**config.mk**
```make
export PLATFORM = sky130hd
export DESIGN_NAME = d16_mul_ctrl
export DESIGN_NICKNAME = d
export VERILOG_FILES = /design/src/rtl/d16_pkg.sv /design/src/rtl/d16_mul_ctrl.sv
export SDC_FILE = /design/constraint.sdc
export NUM_CORES = 1
export LEC_CHECK = 0
export CORE_ASPECT_RATIO = 0.6
export CORE_UTILIZATION = 33
export CTS_BUF_LIST = sky130_fd_sc_hd__clkbuf_8
export DETAILED_ROUTE_END_ITERATION = 8
export PLACE_DENSITY_LB_ADDON = 0.25
export SETUP_SLACK_MARGIN = 0.1
export SLEW_MARGIN = 15
export SYNTH_ARGS = -nofsm -noshare
export SYNTH_HDL_FRONTEND = slang
export SYNTH_SLANG_ARGS = --single-unit
```
**constraint.sdc**
```tcl
create_clock -name sys_clk -period 2.65 [get_ports sys_clk]
set_clock_uncertainty 0.15 [all_clocks]
set_input_delay 0.53 -clock sys_clk [delete_from_list [all_inputs] [get_ports sys_clk]]
set_output_delay 0.53 -clock sys_clk [all_outputs]
set_load 0.01 [all_outputs]
```
**src/rtl/d16_pkg.sv**
```systemverilog
// Shared d16 definitions: ALU opcodes used by the ALU, decoder and multiply controller,
// plus the multiply sequencer state encodings.
package d16_pkg;

    localparam logic [3:0] ALU_NOP = 4'b0000;
    localparam logic [3:0] ALU_ADD = 4'b0001;
    localparam logic [3:0] ALU_SUB = 4'b0010;
    localparam logic [3:0] ALU_SHL = 4'b0011;
    localparam logic [3:0] ALU_SHR = 4'b0100;

    typedef enum logic [2:0] {
        IDLE  = 3'd0,
        STEP  = 3'd1,
        SHL   = 3'd2,
        SHR   = 3'd3,
        DONE  = 3'd4,
        NEG_A = 3'd5,
        NEG_B = 3'd6,
        NEG_R = 3'd7
    } mul_state_e;

    // Signed magnitude range: +0x7FFF for a positive product, 0x8000 for a negative one.
    function automatic logic mag_ovf(input logic [15:0] mag, input logic neg);
        return neg ? (mag > 16'h8000) : mag[15];
    endfunction

endpackage

```
**src/rtl/d16_mul_ctrl.sv**
```systemverilog
// Shift-add 16x16 multiply sequencer driving the external d16 ALU, one op per cycle.
// Optional signed operation is enabled by defining D16_MUL_SIGNED_EN.
//
// state | meaning
// IDLE  | waiting for start, ALU NOP
// STEP  | add mc into acc if mp[0]; finish when mp == 0
// SHL   | mc <= mc << 1, track bits lost off the top
// SHR   | mp <= mp >> 1
// DONE  | publish result/ovf, one-cycle done pulse
// NEG_A | mc <= 0 - mc (signed, negative multiplicand)
// NEG_B | mp <= 0 - mp (signed, negative multiplier)
// NEG_R | acc <= 0 - acc (signed, negative product)
module d16_mul_ctrl
    import d16_pkg::*;
(
    input  logic        sys_clk,
    input  logic        sys_rst,
    input  logic        start,
    input  logic [15:0] op_a,
    input  logic [15:0] op_b,
`ifdef D16_MUL_SIGNED_EN
    input  logic        signed_op,
`endif
    output logic        busy,
    output logic        done,
    output logic [15:0] result,
    output logic        ovf,
    output logic [3:0]  alu_ctrl,
    output logic [15:0] alu_a,
    output logic [15:0] alu_b,
    input  logic [15:0] alu_s
);

    mul_state_e state, state_nxt;

    logic [15:0] acc, acc_nxt;
    logic [15:0] mc, mc_nxt;
    logic [15:0] mp, mp_nxt;
    logic        lost, lost_nxt;
    logic        ovf_run, ovf_run_nxt;
    logic [15:0] result_nxt;
    logic        ovf_nxt;
`ifdef D16_MUL_SIGNED_EN
    logic        sgn, sgn_nxt;
    logic        sgn_mode, sgn_mode_nxt;
`endif

    always_ff @(posedge sys_clk) begin
        if (sys_rst) begin
            state    <= IDLE;
            acc      <= '0;
            mc       <= '0;
            mp       <= '0;
            lost     <= 1'b0;
            ovf_run  <= 1'b0;
            result   <= '0;
            ovf      <= 1'b0;
`ifdef D16_MUL_SIGNED_EN
            sgn      <= 1'b0;
            sgn_mode <= 1'b0;
`endif
        end else begin
            state    <= state_nxt;
            acc      <= acc_nxt;
            mc       <= mc_nxt;
            mp       <= mp_nxt;
            lost     <= lost_nxt;
            ovf_run  <= ovf_run_nxt;
            result   <= result_nxt;
            ovf      <= ovf_nxt;
`ifdef D16_MUL_SIGNED_EN
            sgn      <= sgn_nxt;
            sgn_mode <= sgn_mode_nxt;
`endif
        end
    end

    // ovf_run accumulates during the loop; the visible ovf only moves in DONE.
    always_comb begin
        state_nxt    = state;
        acc_nxt      = acc;
        mc_nxt       = mc;
        mp_nxt       = mp;
        lost_nxt     = lost;
        ovf_run_nxt  = ovf_run;
        result_nxt   = result;
        ovf_nxt      = ovf;
        alu_ctrl     = ALU_NOP;
        alu_a        = '0;
        alu_b        = '0;
        busy         = (state != IDLE);
        done         = 1'b0;
`ifdef D16_MUL_SIGNED_EN
        sgn_nxt      = sgn;
        sgn_mode_nxt = sgn_mode;
`endif

        case (state)
            IDLE: begin
                if (start) begin
                    acc_nxt     = '0;
                    mc_nxt      = op_a;
                    mp_nxt      = op_b;
                    lost_nxt    = 1'b0;
                    ovf_run_nxt = 1'b0;
                    state_nxt   = STEP;
`ifdef D16_MUL_SIGNED_EN
                    sgn_mode_nxt = signed_op;
                    sgn_nxt      = signed_op & (op_a[15] ^ op_b[15]);
                    if (signed_op && op_a[15])
                        state_nxt = NEG_A;
                    else if (signed_op && op_b[15])
                        state_nxt = NEG_B;
`endif
                end
            end

            STEP: begin
                if (mp == 16'h0000) begin
`ifdef D16_MUL_SIGNED_EN
                    if (sgn_mode)
                        ovf_run_nxt = ovf_run | mag_ovf(acc, sgn);
                    state_nxt = sgn ? NEG_R : DONE;
`else
                    state_nxt = DONE;
`endif
                end else if (mp[0]) begin
                    alu_ctrl    = ALU_ADD;
                    alu_a       = acc;
                    alu_b       = mc;
                    acc_nxt     = alu_s;
                    ovf_run_nxt = ovf_run | lost | (alu_s < acc);
                    state_nxt   = SHL;
                end else begin
                    state_nxt = SHL;
                end
            end

            SHL: begin
                alu_ctrl  = ALU_SHL;
                alu_a     = mc;
                mc_nxt    = alu_s;
                lost_nxt  = lost | mc[15];
                state_nxt = SHR;
            end

            SHR: begin
                alu_ctrl  = ALU_SHR;
                alu_a     = mp;
                mp_nxt    = alu_s;
                state_nxt = STEP;
            end

            DONE: begin
                done       = 1'b1;
                result_nxt = acc;
                ovf_nxt    = ovf_run;
                state_nxt  = IDLE;
            end

`ifdef D16_MUL_SIGNED_EN
            NEG_A: begin
                alu_ctrl  = ALU_SUB;
                alu_b     = mc;
                mc_nxt    = alu_s;
                state_nxt = (sgn_mode && mp[15]) ? NEG_B : STEP;
            end

            NEG_B: begin
                alu_ctrl  = ALU_SUB;
                alu_b     = mp;
                mp_nxt    = alu_s;
                state_nxt = STEP;
            end

            NEG_R: begin
                alu_ctrl  = ALU_SUB;
                alu_b     = acc;
                acc_nxt   = alu_s;
                state_nxt = DONE;
            end
`endif

            default: state_nxt = IDLE;
        endcase
    end

endmodule

```
==> metrics.yaml <==
stdcell_area_um2: 5020
dieArea_um2: 11200
worstPathArrival_ns: 1.84
cts_sinks: 70
grt_max_degree: 71
cts_made_buffers: 9
grt_usage_pct: 22.2
ios: 106
die_x_um: 136
postLayoutCoreUtil_pct: 49.4
viasPerCell: 5.34
drt_pass1_iterations: 8
crit_path_end: "alu_a[6]"
hpwl_um: 8690
n_antenna_cell: 0
totalWireLength_um: 12000
leakage_nw: 2.04
finalSetupTns_ns: 0
p_per_area_nw_per_um2: 530
critical_path_class: "reg2out"
hold_class: "reg2reg"
rsz0062_at_grt: "true"
syn_nets: 519
clk_pin_slew_ns: 0.07
final_max_slew_viol_count: 0
dieHeight_um: 82.4
layout-drive-gt1-share_pct: 12.4
synth_area_per_cell_um2: 7.84
first_global_vias: 3571
required_ns: 1.97
setup_viol: 0
drt_iter0_markers: 282
htree_levels: 3
rrSetupSlack_ns: 0.44
overflow: 0
place_area_um2: 4830
portBuffers: 104
final_antenna_net_count: 0
root_buffer: "clkbuf_8"
crit_fanout: 28
ys_types: 44
initial_core_util_pct: 35.0
antenna_found_initial: 0
cts_tree: "built"
outcome: "finished, final reports clean"
place_congestion: 0.878
r2r-start: "state[1]"
syn_to_final_growth_pct: 41.4
floorplan.rows: 28
grt_pass1_wl_um: 18700
clock.fmax_ghz: 0.397
num_vias: 3783
endpoint_kind: "output pin"
mappedNetlistArea_um2: 3550
insertion_delay_ns: 0.36
finalHoldViolCount: 0
critPathLaunchType: "flop"
worstMarginPinSlew_ns: 1.08
core_area_um2: 10200
nNetsFinal: 634
min_period_over_period_pct: 95.0
fin_crit_ns: 2.52
syn-instance-count: 453
synth_seq_area_share_pct: 39.5
drc: 0
rr_worst_depth: 5
cap_violations: 0
yosysWarnings: 0
irDropWorstVdd_v: 0.000231
hold_slack_ns: 0.306
r2r_end: "acc[3]"
synth_ff_type: "dfxtp_1"
crit_start: "state[1]"
ys_ff_latch: 70
post_drt_wl_per_cell_um: 16.9
cts_buffer_depth: 2
synth_edf_count: 0
timing.slew.headroom_pct: 27.6
async_flop_share_pct: 0
==> power breakdown <==
part | internal [W] | switching [W] | leakage (nW)
combinational | 0.000257 | 0.000325 | 1.36
clock | 0.000478 | 0.000410 | 0.110
sequential | 0.00112 | 0.0000665 | 0.572
==> cells in the mapped netlist, types with 2 or more instances <==
cell	count	share of area, %
nand2_1	102	11
dfxtp_1	70	39
a21oi_1	58	8.2
inv_1	32	3.4
clkbuf_1	22	2.3
nor2_1	22	2.3
a22oi_1	17	3.6
nand3_1	17	2.4
a311oi_1	16	3.9
and2_1	16	2.8
a222oi_1	15	4.2
ha_1	15	5.3
buf_2	8	1.1
nor3_1	6	0.85
nor4_1	4	0.70
a211oi_1	2	0.42
buf_6	2	0.63
nand4_1	2	0.35
or3_1	2	0.35
==> layout by cell type, fill, tap and decap left out, drive strengths merged, types with 2 or more instances in the layout <==
master         instances
a211oi                 2
a21oi                 59
a222oi                15
a22oi                 17
a311oi                16
and2                  16
buf                   35
clkbuf                17
clkdlybuf4s15          4
clkdlybuf4s50         70
clkinv                 4
dfxtp                 70
dlygate4sd2           23
ha                    15
inv                   33
nand2                102
nand2b                 2
nand3                 18
nand4                  2
nor2                  22
nor3                   7
nor3b                  2
nor4                   4
or3                    2
==> worst min-delay path by stage <==
| stage | start | to | slack (ns) | depth (start not counted) |
|---|---|---|---|---|
| 2_1_floorplan | mc[10] | mc[10] | 0.29 | 2 |
| 3_3_place_gp | result[10] | result[10] | 0.30 | 2 |
| 3_5_place_dp | result[1] | result[1] | 0.30 | 2 |
| 4_1_cts | result[1] | result[1] | 0.31 | 2 |
| 5_1_grt | result[6] | result[6] | 0.33 | 2 |
| 6_report | result[1] | result[1] | 0.31 | 2 |
==> logic make-up (layout without fill, tap and decap cells) <==
group	Yosys count	in the layout	synth area share [%]
DFF	70	70	39.5
and+or+nand+nor	184	184	24.5
buffers and inverters	68	188	8.77
adders and majority gates	15	15	5.29
other	1	1	0.106
AOI/OAI and AO/OA	115	115	21.9
==> layer usage <==
layer | track usage (%) | part of all wire, %
met5 | 0 | 0
met4 | 5.22 | 0.61
met3 | 5.62 | 8.8
met2 | 35.1 | 44
met1 | 30.2 | 47
==> final cells by class <==
class | instances | area [um2]
multi-input cells | 315 | 1850
flip-flops and latches | 70 | 1410
fillers | 1010 | 5140
well taps | 135 | 169
clock inverters | 5 | 48.8
inverters | 33 | 124
repair buffers | 139 | 1270
clock buffers | 11 | 151
==> registers in the layout (all words and copies together), names as in the netlist <==
name,count
mp,16
ovf_run,1
mc,16
ovf,1
acc,16
state,3
lost,1
result,16
==> what timing repair did <==
| action | CTS | global route |
|---|---|---|
| endpoints found under the setup margin | 34 | 14 |
| hold buffers | 0 | 0 |
| pin swaps | 7 | 9 |
| resized for setup | 44 | 15 |
| buffers inserted | 1 | 1 |
==> through the flow <==
| stage | total power (W) | setup WS [ns] | instances |
|---|---|---|---|
| after global placement | 0.00178 | -0.00836 | 690 |
| final | 0.00266 | 0.132 | 708 |
| after detailed placement | 0.00179 | -0.0165 | 690 |
| after floorplan | 0.00153 | 0.495 | 453 |
| after CTS | 0.00268 | 0.104 | 707 |
| after global routing | 0.00279 | 0.0618 | 708 |
==> worst max-delay path: stages, from the launching register on <==
cell	delay [ns]
dfxtp_4	0.37
and4bb_2	0.28
buf_12	0.17
a222oi_1	0.33
inv_1	0.09
clkdlybuf4s15_2	0.23
Power figures use the tool's default switching activity.
